**config.mk**
```make
export PLATFORM = sky130hd
export DESIGN_NAME = temporizador_microondas
export DESIGN_NICKNAME = d
export VERILOG_FILES = /design/src/rtl/temporizador_microondas.sv
export SDC_FILE = /design/constraint.sdc
export NUM_CORES = 1
export LEC_CHECK = 0
export BUFFER_PORTS_ARGS = -buffer_cell sky130_fd_sc_hd__buf_2
export CAP_MARGIN = 5
export CORE_ASPECT_RATIO = 1.25
export CORE_UTILIZATION = 58
export CTS_CLUSTER_DIAMETER = 60
export DETAILED_ROUTE_END_ITERATION = 16
export PLACE_DENSITY = 0.79
export SYNTH_ARGS = -nofsm -noshare
export SYNTH_HDL_FRONTEND = slang
export SYNTH_SLANG_ARGS = --single-unit
export TNS_END_PERCENT = 1
```
**constraint.sdc**
```tcl
create_clock -name clock -period 9.1 [get_ports clock]
set_clock_uncertainty 0.05 [all_clocks]
set_input_delay 0.455 -clock clock [delete_from_list [all_inputs] [get_ports clock]]
set_output_delay 0.455 -clock clock [all_outputs]
set_load 0.005 [all_outputs]
```
**src/rtl/temporizador_microondas.sv**
```systemverilog
`default_nettype none
// ============================================================================
// Module : temporizador_microondas
// Cook timer with BCD min:sec store, power duty control, lamp and end beeper.
// Rev    : 1.0
// ============================================================================
module temporizador_microondas #(
  parameter int TICK_DIV  = 100_000_000,
  parameter int MAX_MIN   = 99,
  parameter int POT_W     = 2,
  parameter int BEEP_SEC  = 3,
  parameter int QUICK_SEC = 30
) (
  input  logic             clock,
  input  logic             reset,
  input  logic             start,
  input  logic             stop,
  input  logic             pause,
  input  logic             mais,
  input  logic             menos,
  input  logic             potencia,
  input  logic             porta,
  input  logic             sec_mod,
  input  logic [1:0]       min_mod,
  output logic [7:0]       min_bcd,
  output logic [7:0]       sec_bcd,
  output logic [POT_W-1:0] pot_level,
  output logic             magnetron,
  output logic             lampada,
  output logic             beep,
  output logic [1:0]       estado
);

  localparam int N_POT     = 2 ** POT_W;
  localparam int PRESC_W   = (TICK_DIV > 1) ? $clog2(TICK_DIV) : 1;
  localparam int BEEP_W    = (BEEP_SEC > 1) ? $clog2(BEEP_SEC) : 1;
  localparam int MAX_MIN_C = (MAX_MIN < 1) ? 1 : ((MAX_MIN > 99) ? 99 : MAX_MIN);

  localparam logic [7:0]         MAX_MIN_EXT = 8'(MAX_MIN_C);
  localparam logic [6:0]         MAX_MIN_V   = 7'(MAX_MIN_C);
  localparam logic [6:0]         QUICK_MIN   = 7'(QUICK_SEC / 60);
  localparam logic [5:0]         QUICK_S     = 6'(QUICK_SEC % 60);
  localparam logic [PRESC_W-1:0] PRESC_LAST  = PRESC_W'(TICK_DIV - 1);
  localparam logic [BEEP_W-1:0]  BEEP_LAST   = BEEP_W'(BEEP_SEC - 1);
  localparam logic [POT_W-1:0]   POT_MAX     = POT_W'(N_POT - 1);

  // Button vector ordered by priority, bit 0 highest
  localparam int B_STOP  = 0;
  localparam int B_PAUSE = 1;
  localparam int B_START = 2;
  localparam int B_MAIS  = 3;
  localparam int B_MENOS = 4;
  localparam int B_POT   = 5;

  typedef enum logic [1:0] {
    IDLE   = 2'b00,
    RUN    = 2'b01,
    PAUSED = 2'b10,
    DONE   = 2'b11
  } estado_t;

  function automatic logic [12:0] time_add(input logic [6:0] m, input logic [5:0] s,
                                           input logic [6:0] dm, input logic [5:0] ds);
    logic [6:0] s_sum;
    logic [7:0] m_sum;
    logic       carry;
    s_sum = {1'b0, s} + {1'b0, ds};
    carry = (s_sum >= 7'd60);
    if (carry) s_sum = s_sum - 7'd60;
    m_sum = {1'b0, m} + {1'b0, dm} + {7'd0, carry};
    if (m_sum > MAX_MIN_EXT) time_add = {MAX_MIN_V, 6'd59};
    else                     time_add = {m_sum[6:0], s_sum[5:0]};
  endfunction

  // Seconds wrap modulo 64 is harmless: the true result always lands in 0..59
  function automatic logic [12:0] time_sub(input logic [6:0] m, input logic [5:0] s,
                                           input logic [6:0] dm, input logic [5:0] ds);
    logic [5:0] s_dif;
    logic [7:0] m_dif;
    logic       borrow;
    borrow = (s < ds);
    s_dif  = borrow ? (s + 6'd60 - ds) : (s - ds);
    m_dif  = {1'b0, m} - {1'b0, dm} - {7'd0, borrow};
    if (m_dif[7]) time_sub = '0;
    else          time_sub = {m_dif[6:0], s_dif};
  endfunction

  function automatic logic [7:0] to_bcd(input logic [6:0] v);
    to_bcd = {4'(v / 7'd10), 4'(v % 7'd10)};
  endfunction

  logic [5:0]         btn_lvl;
  logic [5:0]         btn_prev_q;
  logic [5:0]         btn_pulse_q, btn_pulse_d;
  logic [5:0]         act;
  logic               porta_q;
  logic               sec_mod_q;
  logic [1:0]         min_mod_q;
  estado_t            estado_q, estado_d;
  logic [12:0]        time_q, time_d, time_run;
  logic [POT_W-1:0]   pot_q, pot_d;
  logic [PRESC_W-1:0] presc_q, presc_d;
  logic [POT_W-1:0]   w_q, w_d;
  logic [BEEP_W-1:0]  beep_cnt_q, beep_cnt_d;
  logic [7:0]         min_bcd_q, min_bcd_d;
  logic [7:0]         sec_bcd_q, sec_bcd_d;
  logic               magnetron_q, magnetron_d;
  logic               lampada_q, lampada_d;
  logic               beep_q, beep_d;
  logic [6:0]         step_m;
  logic [5:0]         step_s;
  logic               tick;
  logic               time_zero;

  assign btn_lvl     = {potencia, menos, mais, start, pause, stop};
  assign btn_pulse_d = btn_lvl & ~btn_prev_q;
  // Keep only the highest-priority pending event
  assign act         = btn_pulse_q & (~btn_pulse_q + 6'd1);
  assign tick        = (presc_q == PRESC_LAST);
  assign time_zero   = (time_q == '0);

  always_comb begin
    step_m = 7'd0;
    step_s = 6'd0;
    if (sec_mod_q) begin
      step_s = 6'd10;
    end else begin
      case (min_mod_q)
        2'b00:   step_s = 6'd1;
        2'b01:   step_m = 7'd1;
        2'b10:   step_m = 7'd5;
        default: step_m = 7'd10;
      endcase
    end
  end

  always_comb begin
    estado_d   = estado_q;
    time_d     = time_q;
    time_run   = time_q;
    pot_d      = pot_q;
    presc_d    = presc_q;
    w_d        = w_q;
    beep_cnt_d = beep_cnt_q;
    case (estado_q)
      IDLE: begin
        if (act[B_STOP]) begin
          time_d = '0;
          pot_d  = POT_MAX;
        end else if (act[B_START]) begin
          if (!porta_q) begin
            if (time_zero) time_d = time_add(7'd0, 6'd0, QUICK_MIN, QUICK_S);
            estado_d = RUN;
            presc_d  = '0;
            w_d      = '0;
          end
        end else if (act[B_MAIS]) begin
          time_d = time_add(time_q[12:6], time_q[5:0], step_m, step_s);
        end else if (act[B_MENOS]) begin
          time_d = time_sub(time_q[12:6], time_q[5:0], step_m, step_s);
        end else if (act[B_POT]) begin
          pot_d = pot_q + 1'b1;
        end
      end
      RUN: begin
        presc_d = tick ? '0 : presc_q + 1'b1;
        if (tick) begin
          time_run = time_sub(time_q[12:6], time_q[5:0], 7'd0, 6'd1);
          w_d      = w_q + 1'b1;
        end
        if (act[B_MAIS] && !porta_q)
          time_d = time_add(time_run[12:6], time_run[5:0], QUICK_MIN, QUICK_S);
        else
          time_d = time_run;
        // Reaching zero wins over a simultaneous pause so a cook never resumes at 00:00
        if (tick && time_d == '0) begin
          estado_d   = DONE;
          beep_cnt_d = '0;
        end else if (porta_q || act[B_STOP] || act[B_PAUSE]) begin
          estado_d = PAUSED;
        end
      end
      PAUSED: begin
        if (act[B_STOP]) begin
          estado_d = IDLE;
          time_d   = '0;
        end else if (act[B_START] && !porta_q) begin
          estado_d = RUN;
        end
      end
      DONE: begin
        presc_d = tick ? '0 : presc_q + 1'b1;
        if (porta_q || (btn_pulse_q != '0)) begin
          estado_d = IDLE;
          time_d   = '0;
        end else if (tick) begin
          if (beep_cnt_q == BEEP_LAST) begin
            estado_d = IDLE;
            time_d   = '0;
          end else begin
            beep_cnt_d = beep_cnt_q + 1'b1;
          end
        end
      end
    endcase

    min_bcd_d   = to_bcd(time_d[12:6]);
    sec_bcd_d   = to_bcd({1'b0, time_d[5:0]});
    magnetron_d = (estado_d == RUN) && !porta_q && (w_d <= pot_d);
    lampada_d   = (estado_d == RUN) || porta_q;
    beep_d      = (estado_d == DONE);
  end

  always_ff @(posedge clock) begin
    if (reset) begin
      btn_prev_q  <= '0;
      btn_pulse_q <= '0;
      porta_q     <= 1'b0;
      sec_mod_q   <= 1'b0;
      min_mod_q   <= 2'b00;
      estado_q    <= IDLE;
      time_q      <= '0;
      pot_q       <= POT_MAX;
      presc_q     <= '0;
      w_q         <= '0;
      beep_cnt_q  <= '0;
      min_bcd_q   <= 8'h00;
      sec_bcd_q   <= 8'h00;
      magnetron_q <= 1'b0;
      lampada_q   <= 1'b0;
      beep_q      <= 1'b0;
    end else begin
      btn_prev_q  <= btn_lvl;
      btn_pulse_q <= btn_pulse_d;
      porta_q     <= porta;
      sec_mod_q   <= sec_mod;
      min_mod_q   <= min_mod;
      estado_q    <= estado_d;
      time_q      <= time_d;
      pot_q       <= pot_d;
      presc_q     <= presc_d;
      w_q         <= w_d;
      beep_cnt_q  <= beep_cnt_d;
      min_bcd_q   <= min_bcd_d;
      sec_bcd_q   <= sec_bcd_d;
      magnetron_q <= magnetron_d;
      lampada_q   <= lampada_d;
      beep_q      <= beep_d;
    end
  end

  assign min_bcd   = min_bcd_q;
  assign sec_bcd   = sec_bcd_q;
  assign pot_level = pot_q;
  assign magnetron = magnetron_q;
  assign lampada   = lampada_q;
  assign beep      = beep_q;
  assign estado    = estado_q;

endmodule
`default_nettype wire
```
* Word-level counts from Yosys, hierarchy flattened
Index checks and enable logic that the tools add are counted.
** Word-level totals
- Register bits after elaboration :: 83
- Input port bits :: 12
- Output and inout port bits :: 23
- Logic and storage cells :: 146
** Operators by class
- Add/sub/neg operators :: 20
- Divide/modulo/power cells :: 4
- Order comparisons :: 7
- Equal/unequal tests :: 16
- Mux-type cells :: 59
- Bitwise logic cells :: 4
- Reduce and logical (&&, ||, !) cells :: 20
** Operator list (count)
- 2-to-1 mux 13 bit :: 18
- 2-to-1 mux 27 bit :: 4
- one-hot mux 27 bit (2 select lines) :: 1
- one-hot mux 13 bit (4 select lines) :: 1
- 2-to-1 mux 2 bit :: 24
- adder 27 x 1 -> 27 bit (second input constant) :: 1
- equality test 27 bit (second input constant) :: 1
- logical NOT 13 bit :: 2
- 2-to-1 mux 6 bit :: 4
- > comparator 8 x 7 -> 1 bit (second input constant) :: 2
- greater-or-equal comparator 7 x 6 -> 1 bit (second input constant) :: 2
- inequality test 2 bit (second input constant) :: 7
- AND 6 bit :: 2
- inverter 6 bit :: 2
- one-hot mux 4 bit (3 select lines) :: 1
- subtractor 6 x 1 -> 6 bit (second input constant) :: 2
- subtractor 6 bit :: 2
- subtractor 6 bit (second input constant) :: 2
- equality test 2 bit (second input constant) :: 5
- adder 7 x 1 -> 8 bit :: 1
- adder 7 x 7 -> 8 bit :: 1
- adder 8 x 1 -> 8 bit :: 1
- 2-to-1 mux 4 bit :: 2
- one-hot mux 2 bit (2 select lines) :: 2
- other kinds (27) :: 40

* Longest topological paths before layout
Gate-level depths: netlist of run 1.
- Depth in word-level cells :: 20
- Mapped depth :: 47
- Depth with buffers taken out :: 43

* Worst setup path before layout of run 1
No wires, ideal clock.
- Path kind :: flip-flop to flip-flop
- Start point :: register time_q[2]
- End point :: register sec_bcd_q[2], in the netlist sec_bcd[2]
- Library setup time :: 0.117 ns
- Data arrival time :: 9.055 ns
- Data required time :: 8.933 ns
- Slack :: -0.121 ns
- Cell stages (with the launch flop) :: 48
- Buffers on the path :: 5
- Period minus slack after synthesis :: 9.221 ns
- Cells stage by stage :: dfxtp_1 -> buf_2 -> clkbuf_1 -> inv_1 -> ha_1 -> or3b_2 -> nor2_1 -> ha_1 -> nor4b_1 -> a21oi_1 -> nand3_1 -> and2_1 -> clkbuf_1 -> ha_1 -> clkbuf_1 -> inv_1 -> xnor2_1 -> inv_1 -> (+12 left out) -> a21o_2 -> nor2_2 -> or2_2 -> inv_1 -> ha_1 -> o31ai_1 -> a21o_1 -> inv_1 -> ha_1 -> a21bo_2 -> a32oi_2 -> and2_1 -> buf_2 -> xnor2_1 -> ha_1 -> and2_1 -> o211ai_1 -> a22o_1
** Between the ends
- Word-level cells in the longest chain between the ends :: 15
- Elaborated cells between the ends (all ways) :: 44
- Those cells by class :: add/sub: 13; div: 1; order compare: 6; mux: 23; reduce/logical: 1
** RTL lines
- start, declared :: line 100 : logic [12:0] time_q, time_d, time_run;
- start signal, assigned :: line 239 : time_q <= time_d;
- adder 6 bit :: line 82 : s_dif = borrow ? (s + 6'd60 - ds) : (s - ds);
- subtractor 6 x 1 -> 6 bit :: line 82
- 2-to-1 mux 6 bit :: line 82
- 2-to-1 mux 13 bit :: line 84 : if (m_dif[7]) time_sub = '0;
- 2-to-1 mux 13 bit :: line 167 : if (tick) begin
- 2-to-1 mux 13 bit :: line 145 : case (estado_q)
- adder 6 x 5 -> 7 bit :: line 67 : s_sum = {1'b0, s} + {1'b0, ds};
- greater-or-equal comparator 7 x 6 -> 1 bit :: line 68 : carry = (s_sum >= 7'd60);
- adder 7 x 1 -> 8 bit :: line 70 : m_sum = {1'b0, m} + {1'b0, dm} + {7'd0, carry};
- > comparator 8 x 7 -> 1 bit :: line 71 : if (m_sum > MAX_MIN_EXT) time_add = {MAX_MIN_V, 6'd59};
- 2-to-1 mux 13 bit :: line 71
- 2-to-1 mux 13 bit :: line 171 : if (act[B_MAIS] && !porta_q)
- 2-to-1 mux 13 bit :: line 145
- one-hot mux 13 bit (4 select lines) (*) :: line 145
- modulo 6 x 4 -> 7 bit (*) :: line 89 : to_bcd = {4'(v / 7'd10), 4'(v % 7'd10)};
- end signal, assigned :: line 228 : sec_bcd_q <= 8'h00;
- end signal, assigned :: line 245 : sec_bcd_q <= sec_bcd_d;
- end, declared :: line 106 : logic [7:0] sec_bcd_q, sec_bcd_d;
Every way passes the cells marked *; elsewhere a longest branch is shown, timed or not. The select of a mux whose other input is x is not followed.
A chain may end at the register's enable or synchronous reset.

* Worst setup path in the final report of run 1
- Start point :: register sec_mod_q
- End point :: register sec_bcd_q[2], in the netlist sec_bcd[2]
** Between the ends
- Word-level cells in the longest chain between the ends :: 11
- Elaborated cells between the ends (all ways) :: 23
- Those cells by class :: add/sub: 8; div: 1; order compare: 3; mux: 11
** RTL lines
- start, declared :: line 97 : logic sec_mod_q;
- start signal, assigned :: line 236 : sec_mod_q <= sec_mod;
- 2-to-1 mux 4 bit :: line 125 : if (sec_mod_q) begin
- adder 6 x 4 -> 7 bit :: line 67
- greater-or-equal comparator 7 x 6 -> 1 bit :: line 68
- adder 8 x 1 -> 8 bit :: line 70
- > comparator 8 x 7 -> 1 bit :: line 71
- 2-to-1 mux 13 bit :: line 71
- 2-to-1 mux 13 bit (*) :: line 157 : end else if (act[B_MAIS]) begin
- 2-to-1 mux 13 bit (*) :: line 150 : end else if (act[B_START]) begin
- 2-to-1 mux 13 bit (*) :: line 147 : if (act[B_STOP]) begin
- one-hot mux 13 bit (4 select lines) (*) :: line 145
- via time_d[3] :: line 100
- modulo 6 x 4 -> 7 bit (*) :: line 89
The timed path passes the listed nets; every way through them passes the cells marked *.

==> results of run 1 <==
==> synthesized netlist by cell type (all sizes together) (6+ instances only) <==
library cell	instances	area [sq um]
nand4	19	118.9
a21o	11	83.83
or3	14	87.58
a211oi	14	110.1
a22oi	6	45.04
mux2i	8	80.08
o21ai	60	307.8
nor2b	34	212.7
or2	12	75.08
nand3	29	145.1
buf	14	88.83
xnor2	20	175.2
a221oi	6	52.55
nor2	126	496.7
ha	41	513.0
fa	7	140.1
nor4	15	130.1
and3	11	68.82
dfxtp	80	1602
nand2b	16	107.6
o22ai	8	63.81
a31oi	25	171.4
a21oi	75	397.9
o31ai	14	110.1
or4	7	52.55
clkbuf	38	142.6
and2	15	93.84
o21a	13	97.59
o31a	8	70.07
inv	51	191.4
o211ai	14	105.1
nor3	32	165.2
xor2	14	122.6
nand2	87	329.1
==> final timing paths <==
| check | depth (start not counted) | slack (ps) | end |
|---|---|---|---|
| max | 33 | 410 | sec_bcd[2] |
| min | 2 | 250 | min_mod_q[0] |
| max reg2reg | 33 | 410 | sec_bcd[2] |
| min reg2reg | 1 | 330 | btn_pulse_q[4] |
==> state kept, by name, indices dropped and copies added, names as in the netlist <==
| signal | cells |
|---|---|
| beep | 1 |
| beep_cnt_q | 2 |
| btn_prev_q | 6 |
| btn_pulse_q | 6 |
| estado | 2 |
| lampada | 1 |
| magnetron | 1 |
| min_bcd | 7 |
| min_mod_q | 2 |
| porta_q | 1 |
| pot_level | 2 |
| presc_q | 27 |
| sec_bcd | 6 |
| sec_mod_q | 1 |
| time_q | 13 |
| w_q | 2 |
==> kinds of logic (layout without fill, tap and decap cells) <==
family / count (synthesis) / in the layout
DFF: 80 / 80
AOI/OAI and AO/OA: 326 / 326
xor gates and xnor gates: 34 / 34
adders and majority gates: 48 / 48
buffers and inverters: 103 / 127
muxes: 9 / 9
other: 1 / 1
and+or+nand+nor: 450 / 450
==> final cells by class <==
type / count / area share (%)
inverters: 51 / 2.241
clock inverters: 5 / 0.7177
multi-input cells: 868 / 68.52
well taps: 171 / 2.505
flip-flops and latches: 80 / 18.75
clock buffers: 11 / 2.959
repair buffers: 60 / 4.306
==> critical path, delay by kind of cell (launching register included) <==
| kind | cells | cell delay, ps |
|---|---|---|
| simple gates | 7 | 1500 |
| compound gates | 14 | 3520 |
| buf+inv | 3 | 410 |
| fa+ha+maj | 7 | 2160 |
| flops | 1 | 400 |
| xor+xnor | 2 | 520 |
==> where the power goes <==
group | internal [W] | switching (W)
sequential | 0.000371 | 0.0000147
combinational | 0.000244 | 0.000372
clock | 0.000230 | 0.000160
total | 0.000844 | 0.000546
==> through the flow <==
step	hold WS, ps	setup slack (ps)	setup TNS, ps	util (%)	std cells
after floorplan	317.4	135.7	0	-	1051
after global placement	319.7	502.5	0	61.69	1227
after detailed placement	323.1	113.5	0	61.69	1227
after CTS	259.4	16.47	0	64.08	1243
after global routing	280.6	-27.94	-27.94	64.85	1246
final	253.9	414.6	0	64.85	1246
==> metal layers <==
layer	vias to the layer above	global-route usage (%)	share of wire (%)
met3	119	5.804	7.7
met5	-	0	0
li1	3923	-	-
met4	0	20.52	6.1
met2	437	55.66	46
met1	3829	42.79	40
==> timing repair <==
action | 4_1_cts | 5_1_grt
hold buffers | 0 | 0
gates resized for setup | 0 | 21
setup buffers | 0 | 3
setup endpoints to repair | 0 | 7
==> out/qor.csv, run 1 <==
stage,metric,value,unit
timing,report.final.hold_viol_count,0,
timing,fmax,0.1151,GHz
synth,post_synth_xor_area_fraction,3.821,%
cells_and_area,multiInputGateArea,5853,sq um
power,leakagePower,3.307,nW
clock_tree,clock_latency,350,ps
floorplanning,dieWidth,105.7,um
placed_design,place_congestion,1.026,
floorplanning,io_pins,35,
synth,yosys.area_share.adder,8.382,%
clock_tree,cts_made_buffers,9,
hold_path,hp-class,primary input to flop,
floorplanning,core,13170,sq um
power,peakVddDrop,0.0001295,V
synth,netlist_area,7792,sq um
global_route,grt_start_max_net_pins,52,
clock_tree,clock-sinks,80,
route,wirelength,23640,um
synth,syn_nets,1111,
critical_path,endpoint_kind,flop,
floorplanning,die-area,13910,sq um
route,vias,8308,
timing,period_needed,8685,ps
synth,syn-instance-count,1051,
floorplanning,die_y,131.6,um
hold_path,min-delay-start,min_mod[0],
power,total_power,0.001391,W
synth,synth-compound-area-share,29.90,%
route,drtAntennaViolNets,0,
critical_path,crit-reg2reg-launch,sec_mod_q,
timing,worst_pin_slew,1065,ps
clock_tree,cts-htree-levels,3,
placed_design,placed_area,8127,sq um
global_route,antenna_found_initial,0,
clock_tree,clk_pin_slew,70,ps
synth,muxShareOfSynthArea,1.172,%
critical_path,crit_path_start,sec_mod_q,
route,routedWlPerCell,18.97,um
cells_and_area,synthToLayoutAreaGrowth,9.618,%
cells_and_area,num-fill-cells,1200,
placed_design,hpwlAfterDp,17170,um
route,remaining_drc_errors,0,
critical_path,startpoint_type,flop,
critical_path,critPathKind,flop to flop,
clock_tree,cts_root_buf,clkbuf_16,
critical_path,arrival,8880,ps
critical_path,required,9300,ps
global_route,grt_pass1_vias,7743,
job,max_cap_viol_count,0,
status,outcome,"complete, no violations",
critical_path,max_stage_delay,470,ps
clock_tree,cts_buffer_depth,2,
global_route,grt_first_pass_wirelength,38670,um
cells_and_area,design_area,8542,sq um
route,firstDrtPassIters,6,
cells_and_area,drive_above_1_share,14.05,%
synth,avgSynthCellArea,7.414,sq um
floorplanning,row_count,47,
synth,yosys.area_share.simple,30.70,%
placed_design,portBuffers,33,
critical_path,crit_fanout,9,
synth,synth_enable_flop_cells,0,
cells_and_area,nets,1130,
timing,max-slew-margin-rel,28.31,%
power,power_density,162.8,nW/um^2
floorplanning,start_util,59.16,%
synth,synth_flop_cell,dfxtp_1,
synth,synthArstFlopShare,0,%
synth,synth-seq-cells,80,
global_route,grt-ovfl-total,0,
timing,setup_viol,0,
clock_tree,cts_tree,done,
cells_and_area,diodes,0,
route,vias_per_cell,6.668,
cells_and_area,layout_common_cells,"122 x nor2_1, 85 x nand2_1, 80 x dfxtp_1",
timing,slew_viol_final,0,
route,drt_iter0_drc,959,
critical_path,crit_path_top_delay_cell,a221oi_2,
synth,yosysUniqueCellTypes,107,
synth,synth_top_family_by_area,simple AND/OR/NAND/NOR gates,
global_route,track_usage,34.50,%
cells_and_area,layout.area.seq,1602,sq um
synth,yosysWarnings,0,
cells_and_area,layout_commonest_cell,nor2_1,
synth,synth-seq-area-share,20.55,%
timing,min_period_over_period,95.44,%
Power figures use the tool's default switching activity.
==> inputs of run 2 (changes only) <==
--- a/config.mk
+++ b/config.mk
@@ -12,6 +12,7 @@
 export CTS_CLUSTER_DIAMETER = 60
 export DETAILED_ROUTE_END_ITERATION = 16
 export PLACE_DENSITY = 0.79
+export RECOVER_POWER = 50
 export SYNTH_ARGS = -nofsm -noshare
 export SYNTH_HDL_FRONTEND = slang
 export SYNTH_SLANG_ARGS = --single-unit
==> run 2 against run 1 <==
  * The flow now finishes with violations (max-capacitance violations, max-slew violations)
  * Combinational power about the same
  * Via count up 0.30%
  * Highest routed layer unchanged
  * Core utilization shrank 0.14 points
==> out/qor.csv, run 2 (same netlist as run 1, synthesis figures left out) <==
stage,metric,value,unit
cells_and_area,layout_common_cells,"122 x nor2_1, 85 x nand2_1, 80 x dfxtp_1",
global_route,grt_pass1_vias,7743,
clock_tree,cts_buffer_depth,2,
cells_and_area,drive_above_1_share,13.21,%
critical_path,required,9290,ps
global_route,grt_first_pass_wirelength,38670,um
power,leakagePower,3.271,nW
route,wirelength,23620,um
clock_tree,cts_made_buffers,9,
power,peakVddDrop,0.0001305,V
cells_and_area,final_core_util,64.70,%
route,remaining_drc_errors,0,
clock_tree,clock_latency,350,ps
timing,setup_tns,0,ps
floorplanning,start_util,59.16,%
floorplanning,core,13170,sq um
clock_tree,cts_tree,done,
power,comb_power_share,44.1,%
power,power_density,163.1,nW/um^2
cells_and_area,synthToLayoutAreaGrowth,9.377,%
global_route,grt-ovfl-total,0,
floorplanning,row_count,47,
power,internal_power,0.0008430,W
critical_path,startpoint_type,flop,
route,routedWlPerCell,18.96,um
critical_path,worst-path-buf-inv,3,
global_route,grt_start_max_net_pins,52,
cells_and_area,layout.area.seq,1602,sq um
clock_tree,clock-sinks,80,
critical_path,crit-reg2reg-launch,sec_mod_q,
floorplanning,die_y,131.6,um
hold_path,holdPathStages,2,
status,violations,"max-capacitance violations, max-slew violations",
critical_path,endpoint_kind,flop,
cells_and_area,largest_reg_flops,27,
critical_path,ff2ff_path_depth,33,
job,max_cap_viol_count,1,
global_route,track_usage,34.50,%
timing,fmax,0.1153,GHz
floorplanning,io_pins,35,
cells_and_area,layout_commonest_cell,nor2_1,
critical_path,max_stage_delay,470,ps
critical_path,reg2reg_slack,430,ps
clock_tree,clk_pin_slew,70,ps
route,vias_per_cell,6.688,
hold_path,hp-class,primary input to flop,
critical_path,crit_fanout,9,
timing,max-slew-margin-rel,-58.06,%
critical_path,path_depth,33,
timing,period_needed,8670,ps
cells_and_area,num-fill-cells,1207,
hold_path,min_to,min_mod_q[0],
route,firstDrtPassIters,6,
power,p_clk_share,28.1,%
timing,min_period_over_period,95.28,%
power,p_sw_share,39.38,%
cells_and_area,diodes,0,
timing,worst_pin_slew,2371,ps
clock_tree,cts_root_buf,clkbuf_16,
placed_design,place_congestion,1.026,
power,pwr-share-seq,27.7,%
timing,report.final.hold_viol_count,0,
route,vias,8333,
route,drtAntennaViolNets,0,
clock_tree,cts_hold_buffers,0,
status,outcome,"complete, but fails checks",
critical_path,crit_family,compound AO/OA/AOI/OAI gates,
cells_and_area,multiInputGateArea,5853,sq um
floorplanning,dieWidth,105.7,um
power,power.net_switching,0.0005476,W
critical_path,critPathKind,flop to flop,
cells_and_area,largest-register,presc_q,
floorplanning,die-area,13910,sq um
cells_and_area,nets,1130,
placed_design,dp_cells,1227,
critical_path,arrival,8860,ps
cells_and_area,final_cells,1246,
timing,setup_viol,0,
hold_path,min-delay-start,min_mod[0],
critical_path,crit_path_top_delay_cell,a221oi_2,
critical_path,r2r_end,sec_bcd[2],
route,drt_iter0_drc,936,
clock_tree,cts-htree-levels,3,
global_route,antenna_found_initial,0,
placed_design,portBuffers,33,
placed_design,hpwlAfterDp,17170,um
timing,slew_viol_final,52,
==> run 2: cell types whose count changed in the layout (fill, tap and decap cells not counted) <==
| cell | before | now |
|---|---|---|
| buf_2 | 33 | 27 |
| buf_4 | 27 | 24 |
| clkbuf_1 | 0 | 9 |
| o21ai_0 | 56 | 57 |
| o21ai_1 | 2 | 1 |
==> run 2: worst max-delay path by stage <==
| stage | startpoint | endpoint | slack (ps) |
|---|---|---|---|
| after global routing | time_q[2] | sec_bcd[2] | -30 |
| after global placement | sec_mod_q | sec_bcd[2] | 500 |
| after CTS | time_q[2] | sec_bcd[2] | 20 |
| final | sec_mod_q | sec_bcd[2] | 430 |
| after floorplan | time_q[2] | sec_bcd[2] | 140 |
| after detailed placement | time_q[2] | sec_bcd[2] | 110 |
==> run 2: worst register-to-register path, delay by kind of cell, from the launching register on <==
kind                       cells  cell delay [ps]
AOI/OAI and AO/OA             14             3500
adders and majority gates      7             2160
and+or+nand+nor                7             1520
xor gates and xnor gates       2              520
buffers and inverters          3              410
DFF                            1              400
==> run 2: per-layer routing <==
metal  up-vias  track usage (%)  part of all wire (%)
li1       3923                -                     -
met1      3868            42.79                    40
met2       433            55.66                    46
met3       109            5.804                   7.8
met4         0            20.52                   5.9
met5         -                0                     0
==> run 2: metrics by stage <==
step	hold slack (ps)	total power, W	worst slack [ps]	area (sq um)
finish	255.9	0.001391	429.8	8523
global route	280.6	0.001472	-28.54	8523
CTS	259.4	0.001357	16.47	8441
detailed placement	323.1	0.0009678	113.5	8127
global placement	319.7	0.0009613	502.5	8127
floorplan	317.4	0.0008314	135.7	7799
==> run 2: timing repair <==
action                                  4_1_cts  5_1_grt
endpoints found under the setup margin        0        7
gates resized for setup                       0       21
buffers inserted                              0        3
==> run 2: final cells by class <==
class	instances	area share (%)
clock buffers	11	2.965
clock inverters	5	0.7193
inverters	51	2.246
multi-input cells	868	68.67
flip-flops and latches	80	18.79
well taps	171	2.510
repair buffers	60	4.096
==> run 2: power groups by stage <==
stage / logic [W] / registers (W) / clock network [W]
after CTS: 0.000579 / 0.000385 / 0.000394
after global routing: 0.000676 / 0.000388 / 0.000408
final: 0.000614 / 0.000386 / 0.000391
after global placement: 0.000569 / 0.000392 / 0
after detailed placement: 0.000575 / 0.000393 / 0
after floorplan: 0.000441 / 0.000390 / 0
==> inputs of run 3 (changes only) <==
--- a/config.mk
+++ b/config.mk
@@ -8,7 +8,7 @@
 export BUFFER_PORTS_ARGS = -buffer_cell sky130_fd_sc_hd__buf_2
 export CAP_MARGIN = 5
 export CORE_ASPECT_RATIO = 1.25
-export CORE_UTILIZATION = 58
+export CORE_UTILIZATION = 61
 export CTS_CLUSTER_DIAMETER = 60
 export DETAILED_ROUTE_END_ITERATION = 16
 export PLACE_DENSITY = 0.79
@@ -16,4 +16,3 @@
 export SYNTH_ARGS = -nofsm -noshare
 export SYNTH_HDL_FRONTEND = slang
 export SYNTH_SLANG_ARGS = --single-unit
-export TNS_END_PERCENT = 1
==> constraint.sdc (replaced) <==
create_clock -name clock -period 9.35 [get_ports clock]
set_clock_uncertainty 0.05 [all_clocks]
set_input_delay 0.4675 -clock clock [delete_from_list [all_inputs] [get_ports clock]]
set_output_delay 0.4675 -clock clock [all_outputs]
set_load 0.005 [all_outputs]
==> run 3 against run 2 <==
  * First-iteration DRC count down 22%
  * Via count down 0.28%
  * Core utilization up 4.0 points
  * Count of clock-buffer cells in the layout down 2
  * Fmax down 0.61%
  * Final cell count down 1.1%
  * Combinational power down 5.0%
  * Setup slack better by 200 ps
  * Non-clock buffer count down 6
  * Final area down 1.1%
  * Power down 3.0%
  * The run still ends with max-capacitance violations, max-slew violations left
  * Die area down 4.8%
==> out/qor.csv, run 3 (same netlist as run 1, synthesis figures left out) <==
stage,metric,value,unit
hold_path,min_to,sec_mod_q,
placed_design,hpwlAfterDp,17270,um
hold_path,hp-class,primary input to flop,
critical_path,crit_top_cell,ha_1,
cells_and_area,diodes,0,
cells_and_area,layout_common_cells,"122 x nor2_1, 86 x nand2_1, 79 x dfxtp_1",
global_route,grt-ovfl-total,0,
clock_tree,clock-sinks,80,
critical_path,required,9530,ps
cells_and_area,nets,1124,
status,outcome,"complete, but fails checks",
global_route,grt_pass1_vias,7656,
power,comb_power_share,43.2,%
route,drtAntennaViolNets,0,
timing,setup_tns,0,ps
clock_tree,cts_resized,0,
floorplanning,dieWidth,103.1,um
power,p_sw_share,39.10,%
power,power_density,160.0,nW/um^2
timing,slew_viol_final,52,
route,drt_iter0_drc,728,
timing,fmax,0.1146,GHz
route,remaining_drc_errors,0,
hold_path,min-delay-start,sec_mod,
cells_and_area,synthToLayoutAreaGrowth,8.157,%
power,power.net_switching,0.0005273,W
hold_path,holdPathStages,2,
clock_tree,clock_latency,340,ps
critical_path,critPathKind,flop to flop,
cells_and_area,layout_commonest_cell,nor2_1,
clock_tree,cts_tree,done,
global_route,met3_usage,4.943,%
placed_design,portBuffers,33,
clock_tree,cts_hold_buffers,0,
cells_and_area,largest_reg_flops,27,
route,wirelength,23410,um
power,peakVddDrop,0.0001418,V
critical_path,endpoint_kind,flop,
clock_tree,cts_buffer_depth,2,
floorplanning,die_y,128.4,um
power,internal_power,0.0008213,W
global_route,grt.met1_usage,46.69,%
floorplanning,io_pins,35,
route,vias_per_cell,6.745,
timing,period_needed,8723,ps
route,firstDrtPassIters,5,
critical_path,crit_fanout,7,
global_route,track_usage,36.63,%
clock_tree,cts_root_buf,clkbuf_16,
power,leakagePower,3.229,nW
cells_and_area,drive_above_1_share,11.70,%
critical_path,startpoint_type,flop,
global_route,use_met2,59.37,%
floorplanning,die-area,13230,sq um
clock_tree,cts-htree-levels,3,
power,total_power,0.001349,W
timing,report.final.hold_viol_count,0,
global_route,antenna_found_initial,0,
clock_tree,cts_setup_buffers,0,
global_route,grt_start_max_net_pins,52,
floorplanning,start_util,63.49,%
floorplanning,row_count,45,
job,max_cap_viol_count,1,
clock_tree,clk_pin_slew,70,ps
floorplanning,core,12270,sq um
critical_path,max_stage_delay,500,ps
critical_path,arrival,8900,ps
critical_path,ff2ff_path_depth,43,
critical_path,crit-reg2reg-launch,time_q[2],
timing,setup_slack,626.9,ps
timing,min_period_over_period,93.30,%
route,vias,8310,
placed_design,place_ws,266.2,ps
status,violations,"max-capacitance violations, max-slew violations",
placed_design,place_congestion,1.009,
timing,setup_viol,0,
power,pwr-share-seq,28.0,%
timing,max-slew-margin-rel,-66.19,%
cells_and_area,largest-register,presc_q,
critical_path,r2r_end,sec_bcd[2],
critical_path,reg2reg_slack,630,ps
power,p_clk_share,28.8,%
global_route,grt_busiest_layer,met2,
timing,worst_pin_slew,2493,ps
timing,holdWs,274.5,ps
critical_path,crit_path_top_delay_cell,or3b_2,
clock_tree,cts_made_buffers,9,
global_route,grt_first_pass_wirelength,38010,um
route,routedWlPerCell,19.00,um
==> run 3: changes by cell type in the layout (fill, tap and decap cells not counted), sizes merged <==
cell      before  now
bufinv         1    2
clkbuf        20   21
clkinv         2    1
clkinvlp       0    1
buf           51   42
==> run 3: power by group through the flow <==
| stage | clock [W] | combinational [W] | sequential, W |
|---|---|---|---|
| 2_1_floorplan | 0 | 0.000429 | 0.000379 |
| 3_3_place_gp | 0 | 0.000558 | 0.000383 |
| 3_5_place_dp | 0 | 0.000562 | 0.000384 |
| 4_1_cts | 0.000391 | 0.000566 | 0.000376 |
| 5_1_grt | 0.000404 | 0.000640 | 0.000380 |
| 6_report | 0.000388 | 0.000583 | 0.000378 |
==> run 3: per-stage QoR <==
stage	utilization, %	cells	cell area (sq um)
finish	68.66	1232	8428
global route	68.66	1232	8428
detailed placement	65.90	1217	8089
floorplan	-	1051	7792
CTS	68.49	1232	8407
global placement	65.90	1217	8089
==> run 3: area by class of cell <==
type | instances | area, sq um
fill | 1098 | 3846
tap | 164 | 205.2
clock inverter | 6 | 92.59
sequential | 80 | 1605
clock buffer | 9 | 225.2
multi-input combinational | 868 | 5808
inverter | 51 | 191.4
timing repair buffer | 54 | 300.3
==> run 3: worst max path at each step <==
stage | startpoint | end | slack [ps] | cells past startpoint
floorplan | time_q[2] | sec_bcd[2] | 130 | 47
global placement | time_q[0] | sec_bcd[2] | 630 | 41
detailed placement | time_q[3] | sec_bcd[2] | 270 | 43
CTS | time_q[3] | sec_bcd[2] | 210 | 43
global route | time_q[2] | sec_bcd[2] | -20 | 44
finish | time_q[2] | sec_bcd[2] | 630 | 43
==> run 3: routing by layer <==
layer	routed length, um	vias up
li1	-	3915
met4	1302	0
met3	1677	91
met2	10730	446
met5	0	-
met1	9705	3858
==> run 3: worst max-delay path: cells and delay by family, from the launching register on <==
family                     cells  cell delay (ps)
AOI/OAI and AO/OA             14             2790
xor gates and xnor gates       2              380
adders and majority gates      9             2040
buffers and inverters          6              720
DFF                            1              320
and+or+nand+nor               12             2320
